<file path="src/rtl/periph_pkg.sv">
// periph_pkg: shared constants for the SPI-mapped peripheral bundle.
//   DW       register / FIFO entry width
//   DEPTH    packet FIFO storage entries
//   PTR_W    FIFO pointer width (pointers wrap modulo DEPTH)
//   CNT_W    width of the FIFO write/read byte counters (saturating)
//   reg_addr_e  register map seen by the regwrap decoder
package periph_pkg;

    localparam int unsigned DW    = 8;
    localparam int unsigned DEPTH = 64;
    localparam int unsigned PTR_W = $clog2(DEPTH);
    localparam int unsigned CNT_W = 8;

    typedef enum logic [7:0] {
        REG_GPO       = 8'h02,
        REG_LED       = 8'h03,
        REG_FIFO_LEN  = 8'h04,
        REG_FIFO_DATA = 8'h05
    } reg_addr_e;

    // Counters stick at all-ones instead of wrapping.
    function automatic logic [CNT_W-1:0] sat_inc(input logic [CNT_W-1:0] v);
        return (v == '1) ? v : v + 1'b1;
    endfunction

endpackage

</file>
<file path="src/rtl/pkt_fifo.sv">
// pkt_fifo: length-bounded packet FIFO core (reused for tx/rx packet FIFOs).
// Ports:
//   clk, reset            clock, synchronous active-high reset
//   rd_en / data_out      pop head onto registered data_out (0x00 when empty)
//   wr_en / data_in       push a byte unless full
//   len_wr_en / len_in    set packet length and flush all content
//   len_rd_en / len_out   registered length readback
//   full                  write count reached length (or DEPTH)
//   read_complete         read count reached a non-zero length
module pkt_fifo
    import periph_pkg::*;
#(
    parameter int unsigned DW    = periph_pkg::DW,
    parameter int unsigned DEPTH = periph_pkg::DEPTH
) (
    input  logic          clk,
    input  logic          reset,
    input  logic          rd_en,
    input  logic          wr_en,
    input  logic [DW-1:0] data_in,
    output logic [DW-1:0] data_out,
    input  logic          len_rd_en,
    input  logic          len_wr_en,
    input  logic [DW-1:0] len_in,
    output logic [DW-1:0] len_out,
    output logic          full,
    output logic          read_complete
);

    localparam int unsigned AW = $clog2(DEPTH);
    localparam logic [CNT_W-1:0] DEPTH_CNT = CNT_W'(DEPTH);

    logic [DW-1:0]    mem [DEPTH];
    logic [AW-1:0]    wr_ptr, rd_ptr;
    logic [CNT_W-1:0] wr_cnt, rd_cnt;
    logic [DW-1:0]    len;
    logic             push, pop;

    assign full          = ((len != '0) && (wr_cnt >= CNT_W'(len))) || (wr_cnt == DEPTH_CNT);
    assign read_complete = (len != '0) && (rd_cnt >= CNT_W'(len));

    // A length write wins over a same-cycle push/pop. Pop compares registered
    // counts, so it never sees a push issued in the same cycle.
    assign push = wr_en && !full && !len_wr_en;
    assign pop  = rd_en && (rd_cnt < wr_cnt) && !len_wr_en;

    // Storage is not reset; the flushed pointers/counts make old data unreachable.
    always_ff @(posedge clk) begin
        if (push) mem[wr_ptr] <= data_in;
    end

    always_ff @(posedge clk) begin
        if (reset) begin
            len      <= '0;
            len_out  <= '0;
            data_out <= '0;
            wr_ptr   <= '0;
            rd_ptr   <= '0;
            wr_cnt   <= '0;
            rd_cnt   <= '0;
        end else begin
            if (len_rd_en) len_out <= len;
            if (len_wr_en) begin
                len    <= len_in;
                wr_ptr <= '0;
                rd_ptr <= '0;
                wr_cnt <= '0;
                rd_cnt <= '0;
            end else begin
                if (push) begin
                    wr_ptr <= wr_ptr + 1'b1;
                    wr_cnt <= sat_inc(wr_cnt);
                end
                if (pop) begin
                    data_out <= mem[rd_ptr];
                    rd_ptr   <= rd_ptr + 1'b1;
                    rd_cnt   <= sat_inc(rd_cnt);
                end else if (rd_en) begin
                    data_out <= '0;
                end
            end
        end
    end

endmodule

</file>
<file path="src/rtl/fifo_gpo_led_periph.sv">
// fifo_gpo_led_periph: register targets behind the SPI register decoder.
// Ports:
//   clk, reset                      clock, synchronous active-high reset
//   fifo_*                          packet FIFO data/length strobes, buses, full/read_complete
//   gpo_rd_en, gpo_wr_en, gpo_data_in, gpo_data_out, gpo_pins[6:0]
//   led_rd_en, led_wr_en, led_data_in, led_data_out, led0, led1
// All readbacks are registered (valid the cycle after rd_en) and hold until the next rd_en.
module fifo_gpo_led_periph
    import periph_pkg::*;
#(
    parameter int unsigned DW    = periph_pkg::DW,
    parameter int unsigned DEPTH = periph_pkg::DEPTH
) (
    input  logic          clk,
    input  logic          reset,
    input  logic          fifo_rd_en,
    input  logic          fifo_wr_en,
    input  logic [DW-1:0] fifo_data_in,
    output logic [DW-1:0] fifo_data_out,
    input  logic          fifo_len_rd_en,
    input  logic          fifo_len_wr_en,
    input  logic [DW-1:0] fifo_len_in,
    output logic [DW-1:0] fifo_len_out,
    output logic          fifo_full,
    output logic          fifo_read_complete,
    input  logic          gpo_rd_en,
    input  logic          gpo_wr_en,
    input  logic [DW-1:0] gpo_data_in,
    output logic [DW-1:0] gpo_data_out,
    output logic [6:0]    gpo_pins,
    input  logic          led_rd_en,
    input  logic          led_wr_en,
    input  logic [DW-1:0] led_data_in,
    output logic [DW-1:0] led_data_out,
    output logic          led0,
    output logic          led1
);

    logic [DW-1:0] gpo_reg, led_reg;

    pkt_fifo #(.DW(DW), .DEPTH(DEPTH)) u_fifo (
        .clk           (clk),
        .reset         (reset),
        .rd_en         (fifo_rd_en),
        .wr_en         (fifo_wr_en),
        .data_in       (fifo_data_in),
        .data_out      (fifo_data_out),
        .len_rd_en     (fifo_len_rd_en),
        .len_wr_en     (fifo_len_wr_en),
        .len_in        (fifo_len_in),
        .len_out       (fifo_len_out),
        .full          (fifo_full),
        .read_complete (fifo_read_complete)
    );

    always_ff @(posedge clk) begin
        if (reset) begin
            gpo_reg      <= '0;
            gpo_data_out <= '0;
            led_reg      <= '0;
            led_data_out <= '0;
        end else begin
            if (gpo_wr_en) gpo_reg      <= gpo_data_in;
            if (gpo_rd_en) gpo_data_out <= gpo_reg;
            if (led_wr_en) led_reg      <= led_data_in;
            if (led_rd_en) led_data_out <= led_reg;
        end
    end

    assign gpo_pins = gpo_reg[6:0];
    assign led0     = led_reg[0];
    assign led1     = led_reg[1];

endmodule

</file>
<file path="config.mk">
export PLATFORM = sky130hd
export DESIGN_NAME = fifo_gpo_led_periph
export DESIGN_NICKNAME = d
export VERILOG_FILES = /design/src/rtl/periph_pkg.sv /design/src/rtl/pkt_fifo.sv /design/src/rtl/fifo_gpo_led_periph.sv
export SDC_FILE = /design/constraint.sdc
export NUM_CORES = 1
export LEC_CHECK = 0
export CORE_ASPECT_RATIO = 0.75
export CORE_UTILIZATION = 60
export DETAILED_ROUTE_END_ITERATION = 8
export DONT_BUFFER_PORTS = 1
export GPL_ROUTABILITY_DRIVEN = 0
export PLACE_DENSITY = 0.76
export SYNTH_ARGS = -nofsm -noshare
export SYNTH_HDL_FRONTEND = slang
export SYNTH_SLANG_ARGS = --single-unit
</file>
<file path="constraint.sdc">
create_clock -name clk -period 4.1 [get_ports clk]
set_clock_uncertainty 0.1 [all_clocks]
set_input_delay 1.025 -clock clk [delete_from_list [all_inputs] [get_ports clk]]
set_output_delay 1.025 -clock clk [all_outputs]
set_load 0.02 [all_outputs]
</file>
==> summary by stage, run 1 <==
Routing
The number of iterations in the first detailed-routing pass is 8. The number of vias per cell after detailed routing is 6.616. The number of DRC markers after the initial detailed-route iteration is 1,927. The sum of routed wire length over all layers is ~57,000 um. The routed layout has 13,550 vias. After detailed routing, the number of remaining DRC violations is 0.

Once detail routing completed, the nets flagged for antenna violations numbered 0. The routed wirelength normalized by instance count is between 20 and 30 um.

Critical path
Data on the critical path arrives at its endpoint at ~2.5 ns. The worst setup path is launched from a flip-flop. For flop-to-flop paths, the worst setup slack is roughly 0.5 ns. The endpoint of the lowest-slack register-to-register path is u_fifo.mem[52][5]. The number of cell instances on the worst register-to-register path is 9. Data on the critical path is required at its endpoint by 2.97 ns.

The kind of capture point of the worst setup path is a primary output. The startpoint of the most critical register-to-register path is u_fifo.len[6]. Of all nets on the critical path, the largest fanout is 5.

The critical path in this run is classified as reg -> out.

Clock tree
The CTS clock-pin slew for the worst setup and hold paths is about 0.06 ns. The worst-case clock buffer depth is 3. The number of setup buffers added after CTS is 0. The post-cts resize count is 0. Clock latency on the worst-skew pair, taken at its later pin, is around 0.6 ns.

The number of clock sinks seen by CTS is approximately 600. The hold buffer count at CTS is 0. The clock tree synthesis step divided the H-tree into 2 levels. The buffer type at the clock tree root is sky130_fd_sc_hd__clkbuf_16. The CTS buffer count is between 50 and 60. TritonCTS built the clock tree.

Yosys
Synthesis inferred about 600 register bits. In the synthesized netlist, the number of instances is roughly 1,500. Of all flip-flops after synthesis, the portion carrying an async set or reset was 0.

The mapped cell area is around 24,000 sq um. The sequential share of the synthesized area is 0.7102. The number of synthesized flops with an enable pin is 512.

The biggest area consumer among synthesized cells is sky130_fd_sc_hd__edfxtp_1. When the netlist entered floorplanning its net count stood at between 1,500 and 2,000. The Yosys step of the flow raised 0 warnings. The dominant register cell in the synthesized netlist is sky130_fd_sc_hd__edfxtp_1. The netlist uses between 50 and 60 different library cells.

By area the synthesized netlist is led by sky130_fd_sc_hd__edfxtp_1 (64%), sky130_fd_sc_hd__dfxtp_1 (7.4%), sky130_fd_sc_hd__mux4_2 (7.4%), sky130_fd_sc_hd__mux2i_1 (6.2%), sky130_fd_sc_hd__nor2_1 (2.1%). The average size of a mapped cell is 16.41 sq um. The share of synthesized area in the top cell type comes to 0.6357.

Layout
In the layout the commonest cells are sky130_fd_sc_hd__edfxtp_1 (512), sky130_fd_sc_hd__mux2i_1 (150), sky130_fd_sc_hd__nor2_1 (137). At the end of the flow, the number of nets in the layout was roughly 1,600. The most common cell after layout, fill and taps aside is sky130_fd_sc_hd__edfxtp_1. The synthesis-to-finish area growth is 9.984%.

The share of post-route cells with drive strength above 1 is 0.1466. The layout has 2,566 filler cells. The repair_antennas step left the layout with diodes totalling 0. Counting flops per register, the top entry is u_fifo.mem. After the flow finishes, the layout carries non-filler instances totaling 2,048. The area of all placed cells without fillers is approximately 27,000 sq um. The register with the most flip-flops in the layout has between 500 and 600 of them.

Timing
Measured against its own limit, the worst slew margin works out to 0.2606. For this run, the top clock speed supported by timing is ~270 MHz. Hold timing on the final database bottoms out at a slack of about 0.40 ns. After layout, the minimum clock period comes to 3.661 ns. Setup repair after global routing left no endpoint under its margin. Adding up every negative setup slack in the final design gives 0 ns. The pin slew with the least headroom to its limit is between 1 and 1.5 ns. The final hold violation count is 0. In the finished design, the share of the clock period the worst path needs comes to 0.8929. The number of pins exceeding their max-slew limit in the final report is 0. Setup violations remaining at the end of the flow were counted as 0. The worst setup slack after layout is ~0.44 ns.

Place
The count of buffers inserted at the top-level ports is 0. The cell count after placement is between 1,500 and 2,000. After detailed placement, the total cell area comes to 24,720 sq um.

Timing analysis after detailed placement gives a worst setup slack of 0.4958 ns. The HPWL reported at the end of detailed placement is 35,860 um.

Hold path
The worst hold path passes through 2 cells. The end point of the most critical hold path is led_reg[4]. The startpoint identified for the worst hold timing path is led_reg[4]. The worst hold path class is reg -> reg.

Global route
For this run, the total global-route usage over all layers was measured as 0.2839. The pin count of the biggest net entering global routing is 88. Global routing finished with a remaining overflow of 0.

The number of global-route vias before repair came to 13,000. The wire length of the first global-routing pass is 84,620 um. The number of antenna violations at the first check in global routing is 0.

Floorplanning
Pin placement for this block handled between 80 and 90 I/O pins. For this configuration, the core starts out at a cell density of 0.6100. The number of core rows is 63. The total area inside the core boundary comes to ~40,000 sq um.

The die is around 180 um tall. The die covers slightly above 40,000 sq um. From left edge to right edge, the die measures roughly 230 um.

Status
The run finished with clean final reports.

Power
The leakage power figure is about 0.0084 uW. The power per cell area is 457.0 nW/um^2. The worst-case IR drop observed on VDD is approximately 0.34 mV.

Job
The tool flagged a number of max-cap violations equal to 0.
[worst max-delay path: stages (launching register included)]
cell	delay [ns]
sky130_fd_sc_hd__dfxtp_1	0.38
sky130_fd_sc_hd__inv_1	0.09
sky130_fd_sc_hd__ha_1	0.31
sky130_fd_sc_hd__a21o_1	0.16
sky130_fd_sc_hd__a211o_1	0.30
sky130_fd_sc_hd__a211o_1	0.39
sky130_fd_sc_hd__a21boi_4	0.19
sky130_fd_sc_hd__inv_1	0.13
[routing by layer]
layer | part of all wire | GRT usage
met5 | 0 | 0
met4 | 0.022 | 0.07008
met3 | 0.12 | 0.07078
met2 | 0.44 | 0.4127
met1 | 0.42 | 0.4329
[through the flow]
stage / power [uW] / util
floorplan: 6972 / -
global placement: 6983 / 0.6236
detailed placement: 6987 / 0.6236
CTS: 12200 / 0.6707
global route: 12440 / 0.6709
finish: 12160 / 0.6709
[area by class of cell]
type | count | area, sq um | area share
flip-flops and latches | 602 | 17180 | 0.6459
multi-input cells | 767 | 6523 | 0.2452
clock buffers | 63 | 1398 | 0.05254
well taps | 520 | 650.6 | 0.02446
clock inverters | 39 | 473.0 | 0.01778
repair buffers | 33 | 285.3 | 0.01072
inverters | 24 | 90.09 | 0.003386
[where the power goes]
group	internal (uW)	total, uW	leakage (uW)	switching (uW)
clock	3090	5300	0.000913	2210
combinational	65.9	157	0.00219	90.9
sequential	6660	6700	0.00534	43.5
total	9810	12200	0.00844	2350
[cells in the mapped netlist, types with 12 or more instances]
cell type                    n
sky130_fd_sc_hd__edfxtp_1  512
sky130_fd_sc_hd__mux2i_1   150
sky130_fd_sc_hd__nor2_1    137
sky130_fd_sc_hd__dfxtp_1    90
sky130_fd_sc_hd__mux4_2     80
sky130_fd_sc_hd__nand2_1    80
sky130_fd_sc_hd__clkbuf_1   38
sky130_fd_sc_hd__a22oi_1    32
sky130_fd_sc_hd__a21oi_1    28
sky130_fd_sc_hd__ha_1       28
sky130_fd_sc_hd__nand3_1    26
sky130_fd_sc_hd__inv_1      24
sky130_fd_sc_hd__a221oi_1   22
sky130_fd_sc_hd__buf_4      19
sky130_fd_sc_hd__nand4_1    18
sky130_fd_sc_hd__o21ai_0    18
sky130_fd_sc_hd__and3_1     16
sky130_fd_sc_hd__buf_2      16
sky130_fd_sc_hd__nor2b_1    12
[kinds of logic after synthesis]
kind of cell,synth area share
muxes,0.1384
AOI/OAI and AO/OA,0.04889
and+or+nand+nor,0.06590
adders and majority gates,0.01448
buffers and inverters,0.02069
DFF,0.7102
xor gates and xnor gates,0.001448
[worst max path at each step]
| stage | start | endpoint | slack (ns) | cells after the start |
|---|---|---|---|---|
| floorplan | u_fifo.len[6] | u_fifo.mem[39][0] | 0.84 | 7 |
| global placement | u_fifo.len[6] | u_fifo.mem[52][2] | 0.60 | 8 |
| detailed placement | u_fifo.len[6] | u_fifo.mem[11][3] | 0.50 | 8 |
| CTS | u_fifo.len[6] | fifo_full | 0.12 | 7 |
| global route | u_fifo.len[6] | fifo_full | 0.31 | 7 |
| finish | u_fifo.len[6] | fifo_full | 0.44 | 7 |
Note: power is estimated with default switching activity, not from simulation.
==> run 2: changes to the inputs <==
SYNTH_HIERARCHICAL = 1   (was default)
==> run 2 against run 1 <==
  * Sequential share of layout area is 0.16 points higher
  * Final area down 0.25%
  * Global-route usage is 1.1 points lower
  * Register-to-register slack got worse by 0.12 ns
  * First-iteration DRC count fell by 23%
  * Die area is 0.23% lower
  * Combinational power fell by 7%
  * Hold slack lost 0.0021 ns
  * Synthesized cell count shrank 0.81%
  * Core utilization about the same
  * Critical endpoint is now u_fifo/mem[1][5]
  * Largest cell class unchanged
  * Highest routed layer unchanged
==> summary by stage, run 2 <==
Floorplanning
The number of primary I/O pins is 85 (unchanged). The die span in x is 233.6 um (-0.12%). The number of core rows is 63 (unchanged).

The starting utilization of the core area is 0.6098 (about the same). The die area is 41,030 sq um (-0.23%). The height of the die was 175.7 um (-0.12%). The core outline area is 39,570 sq um (-0.20%).

Yosys
The sequential share of the synthesized area was 0.7118 (+0.001657). For this run, the leading register cell type out of synthesis is sky130_fd_sc_hd__edfxtp_1. The average size of a mapped cell is 16.51 sq um (+0.59%).

The number of distinct library cells after synthesis is 58 (unchanged). The post-synth net total came to 1,532 (-0.78%). After synthesis, the cell types taking the most area are sky130_fd_sc_hd__edfxtp_1 (64%), sky130_fd_sc_hd__mux4_2 (7.7%), sky130_fd_sc_hd__dfxtp_1 (7.5%), sky130_fd_sc_hd__mux2i_1 (6.5%), sky130_fd_sc_hd__nor2_1 (2.2%). The number of register bits inferred by synthesis is 602 (unchanged). By instance count, the leading cell after synthesis is sky130_fd_sc_hd__edfxtp_1.

The post-synthesis instance total is 1,462 (-0.81%). The proportion of netlist area held by the largest area contributor is 0.6371 (+0.001483). The number of synthesized flops with an enable pin is 512 (unchanged). By count the netlist is led by sky130_fd_sc_hd__edfxtp_1 (512), sky130_fd_sc_hd__mux2i_1 (157), sky130_fd_sc_hd__nor2_1 (142). The share of flip-flops with an asynchronous set or reset came to 0 (unchanged). The mapped cell area came to 24,130 sq um (-0.23%). The number of warning messages in the yosys log is 6 (+6). The biggest area consumer among synthesized cells is sky130_fd_sc_hd__edfxtp_1.

Place
The count of buffers inserted at the top-level ports is 0 (unchanged). The cell area reported after detailed placement was 24,860 sq um (+0.55%). The HPWL reported at the end of detailed placement came to 33,640 um (-6.2%).

Clock tree
The post-CTS setup buffer count is 0 (unchanged). The CTS buffer count came to 55 (+1.9%). The post-cts resize count came to 0 (unchanged). The worst-case clock buffer depth was 3 (unchanged). The CTS clock-pin slew for the worst setup and hold paths is 0.07 ns (about the same). The TritonCTS clock tree is built. The number of clock sinks seen by CTS is 602 (unchanged). The buffer type at the clock tree root is sky130_fd_sc_hd__clkbuf_16.

The hold buffer count at CTS is 0 (unchanged). The CTS H-tree depth is 2 (unchanged). The latest clock arrival within the worst-skew pair is 0.58 ns (-0.02 ns).

Critical path
The worst-path maximum fanout is 18 (+13). The critical path class is reg -> reg. The required time of the critical path was 4.21 ns (+1.24 ns). The worst setup path is captured at a flip-flop. The worst setup path is launched from a flip-flop. The data arrival at the endpoint of the critical path is 3.82 ns (+1.28 ns).

Power
The leakage power figure is 0.008406 uW (-0.38%). The maximum vdd drop came to 0.3756 mV (+11%). The power per cell area is 439.5 nW/um^2 (-3.8%).

Routing
The total number of vias is 13,330 (-1.6%). The number of DRC markers after the initial detailed-route iteration came to 1,493 (-23%). The sum of routed wire length over all layers is 54,460 um (-4.3%).

The routed wirelength normalized by instance count is 26.53 um (-4.5%). The number of vias per cell after detailed routing came to 6.495 (-1.8%). The number of iterations in the first detailed-routing pass was 5 (-3). The count of antenna-violating nets left after detailed routing is 0 (unchanged). The DRC violation count after routing is 0 (unchanged).

Timing
The pin slew with the least headroom to its limit came to 1.029 ns (-0.07561 ns). The aggregate negative setup slack came to 0 ns (unchanged). The highest clock rate is 269.7 MHz (-1.2%). The normalized max-slew margin is 0.3084 (+0.04785). Setup repair after global routing left no endpoint under its margin.

The post-route fraction of the period consumed by the critical path is 0.9042 (+0.01129). The final hold violation count is 0 (unchanged). The minimum period implied by the final worst setup slack was 3.707 ns (+0.04627 ns). The number of pins exceeding their max-slew limit in the final report was 0 (unchanged). The number of failing setup endpoints in the final timing report came to 0 (unchanged).

Global route
The remaining global-route overflow is 0 (unchanged). The pin count of the biggest net entering global routing was 104 (+18%). The wire length of the first global-routing pass is 82,040 um (-3.0%). The number of global-route vias before repair is 13,090 (+0.68%).

The number of antenna violations at the first check in global routing is 0 (unchanged). The overall track demand over capacity in global routing is 0.2732 (-0.01072).

Layout
The core utilization of the finished layout is 0.6706 (about the same). The synthesis-to-finish area growth was 9.966% (about the same). The count of nets after finishing is 1,561 (+0.58%).

The flip-flop count of the largest register, all copies and words added is 512 (unchanged). In the layout the commonest cells are sky130_fd_sc_hd__edfxtp_1 (512), sky130_fd_sc_hd__mux2i_1 (157), sky130_fd_sc_hd__nor2_1 (142). The most common cell after layout, fill and taps aside is sky130_fd_sc_hd__edfxtp_1. The share of post-route cells with drive strength above 1 is 0.1566 (+0.009959).

The area of all placed cells without fillers is 26,540 sq um (-0.25%). The register containing the most flip-flops in the final layout is u_fifo/mem. The number of diodes added for antenna fixing is 0 (unchanged).

Status
The flow ran to the end, and the final reports show no timing, DRC or antenna violations.

Hold path
The worst hold path class is reg -> reg.

Job
The number of max-cap violations was 0 (unchanged).
## run 2: cell count changes in the layout (fill, tap and decap cells not counted), sizes merged, moves of 7 or more
cell,delta
nand2,-14
buf,+33
clkbuf,+12
o221ai,+7
mux2i,+7
bufinv,-8
and3,-14
nand3,-14
## run 2: per-layer routing
layer	wire length (um)	up-vias	track usage
li1	-	5787	-
met1	22720	6752	0.4037
met2	24190	694	0.3940
met3	6369	101	0.09302
met4	1178	0	0.06412
met5	0	-	0
## run 2: where the power goes
part           internal, uW  switching (uW)
registers              6660            42.2
logic                  62.6            83.2
clock network          2690            2120
## run 2: worst max-delay path: stages (launching register included)
cell	delay, ns
sky130_fd_sc_hd__dfxtp_1	0.43
sky130_fd_sc_hd__inv_1	0.10
sky130_fd_sc_hd__ha_1	0.29
sky130_fd_sc_hd__nand2b_1	0.14
sky130_fd_sc_hd__a211o_1	0.29
sky130_fd_sc_hd__a211o_1	0.33
sky130_fd_sc_hd__a21oi_2	0.19
sky130_fd_sc_hd__inv_2	0.17
sky130_fd_sc_hd__or3_2	0.70
sky130_fd_sc_hd__nor2_1	0.61
## run 2: layout make-up
cell class,count,area [sq um]
Timing Repair Buffer,66,533.0
Sequential cell,602,17180
Inverter,20,75.07
Multi-Input combinational cell,746,6419
Tap cell,520,650.6
Fill cell,2620,13040
Clock inverter,24,161.4
Clock buffer,75,1514
## run 2: final timing paths
kind / startpoint / endpoint / slack (ns) / cells after the start
hold / removal: gpo_reg[7] / gpo_reg[7] / 0.40 / 2
setup reg to reg: u_fifo/wr_cnt[0] / u_fifo/mem[1][5] / 0.39 / 9
setup / recovery: u_fifo/wr_cnt[0] / u_fifo/mem[1][5] / 0.39 / 9
hold reg to reg: gpo_reg[7] / gpo_reg[7] / 0.40 / 2
## run 2: cell families after synthesis
| kind of cell | count (synthesis) | synth area share |
|---|---|---|
| XOR/XNOR | 4 | 0.001452 |
| AND/OR/NAND/NOR | 311 | 0.05994 |
| AO/OA/AOI/OAI | 163 | 0.04796 |
| flip-flops | 602 | 0.7118 |
| buffers and inverters | 114 | 0.02219 |
| multiplexers | 240 | 0.1421 |
| adder cells (fa/ha/maj) | 28 | 0.01452 |
## run 2: metrics by stage
stage               std cells  setup slack [ns]  total power [uW]  hold slack (ns)
floorplan                1462            0.9248              6965           0.3591
global placement         1954            0.5624              6971           0.3727
detailed placement       1954            0.4428              6976           0.3858
CTS                      2053            0.4250             11730           0.3954
global route             2053            0.2538             11970           0.3964
finish                   2053            0.3928             11660           0.3972
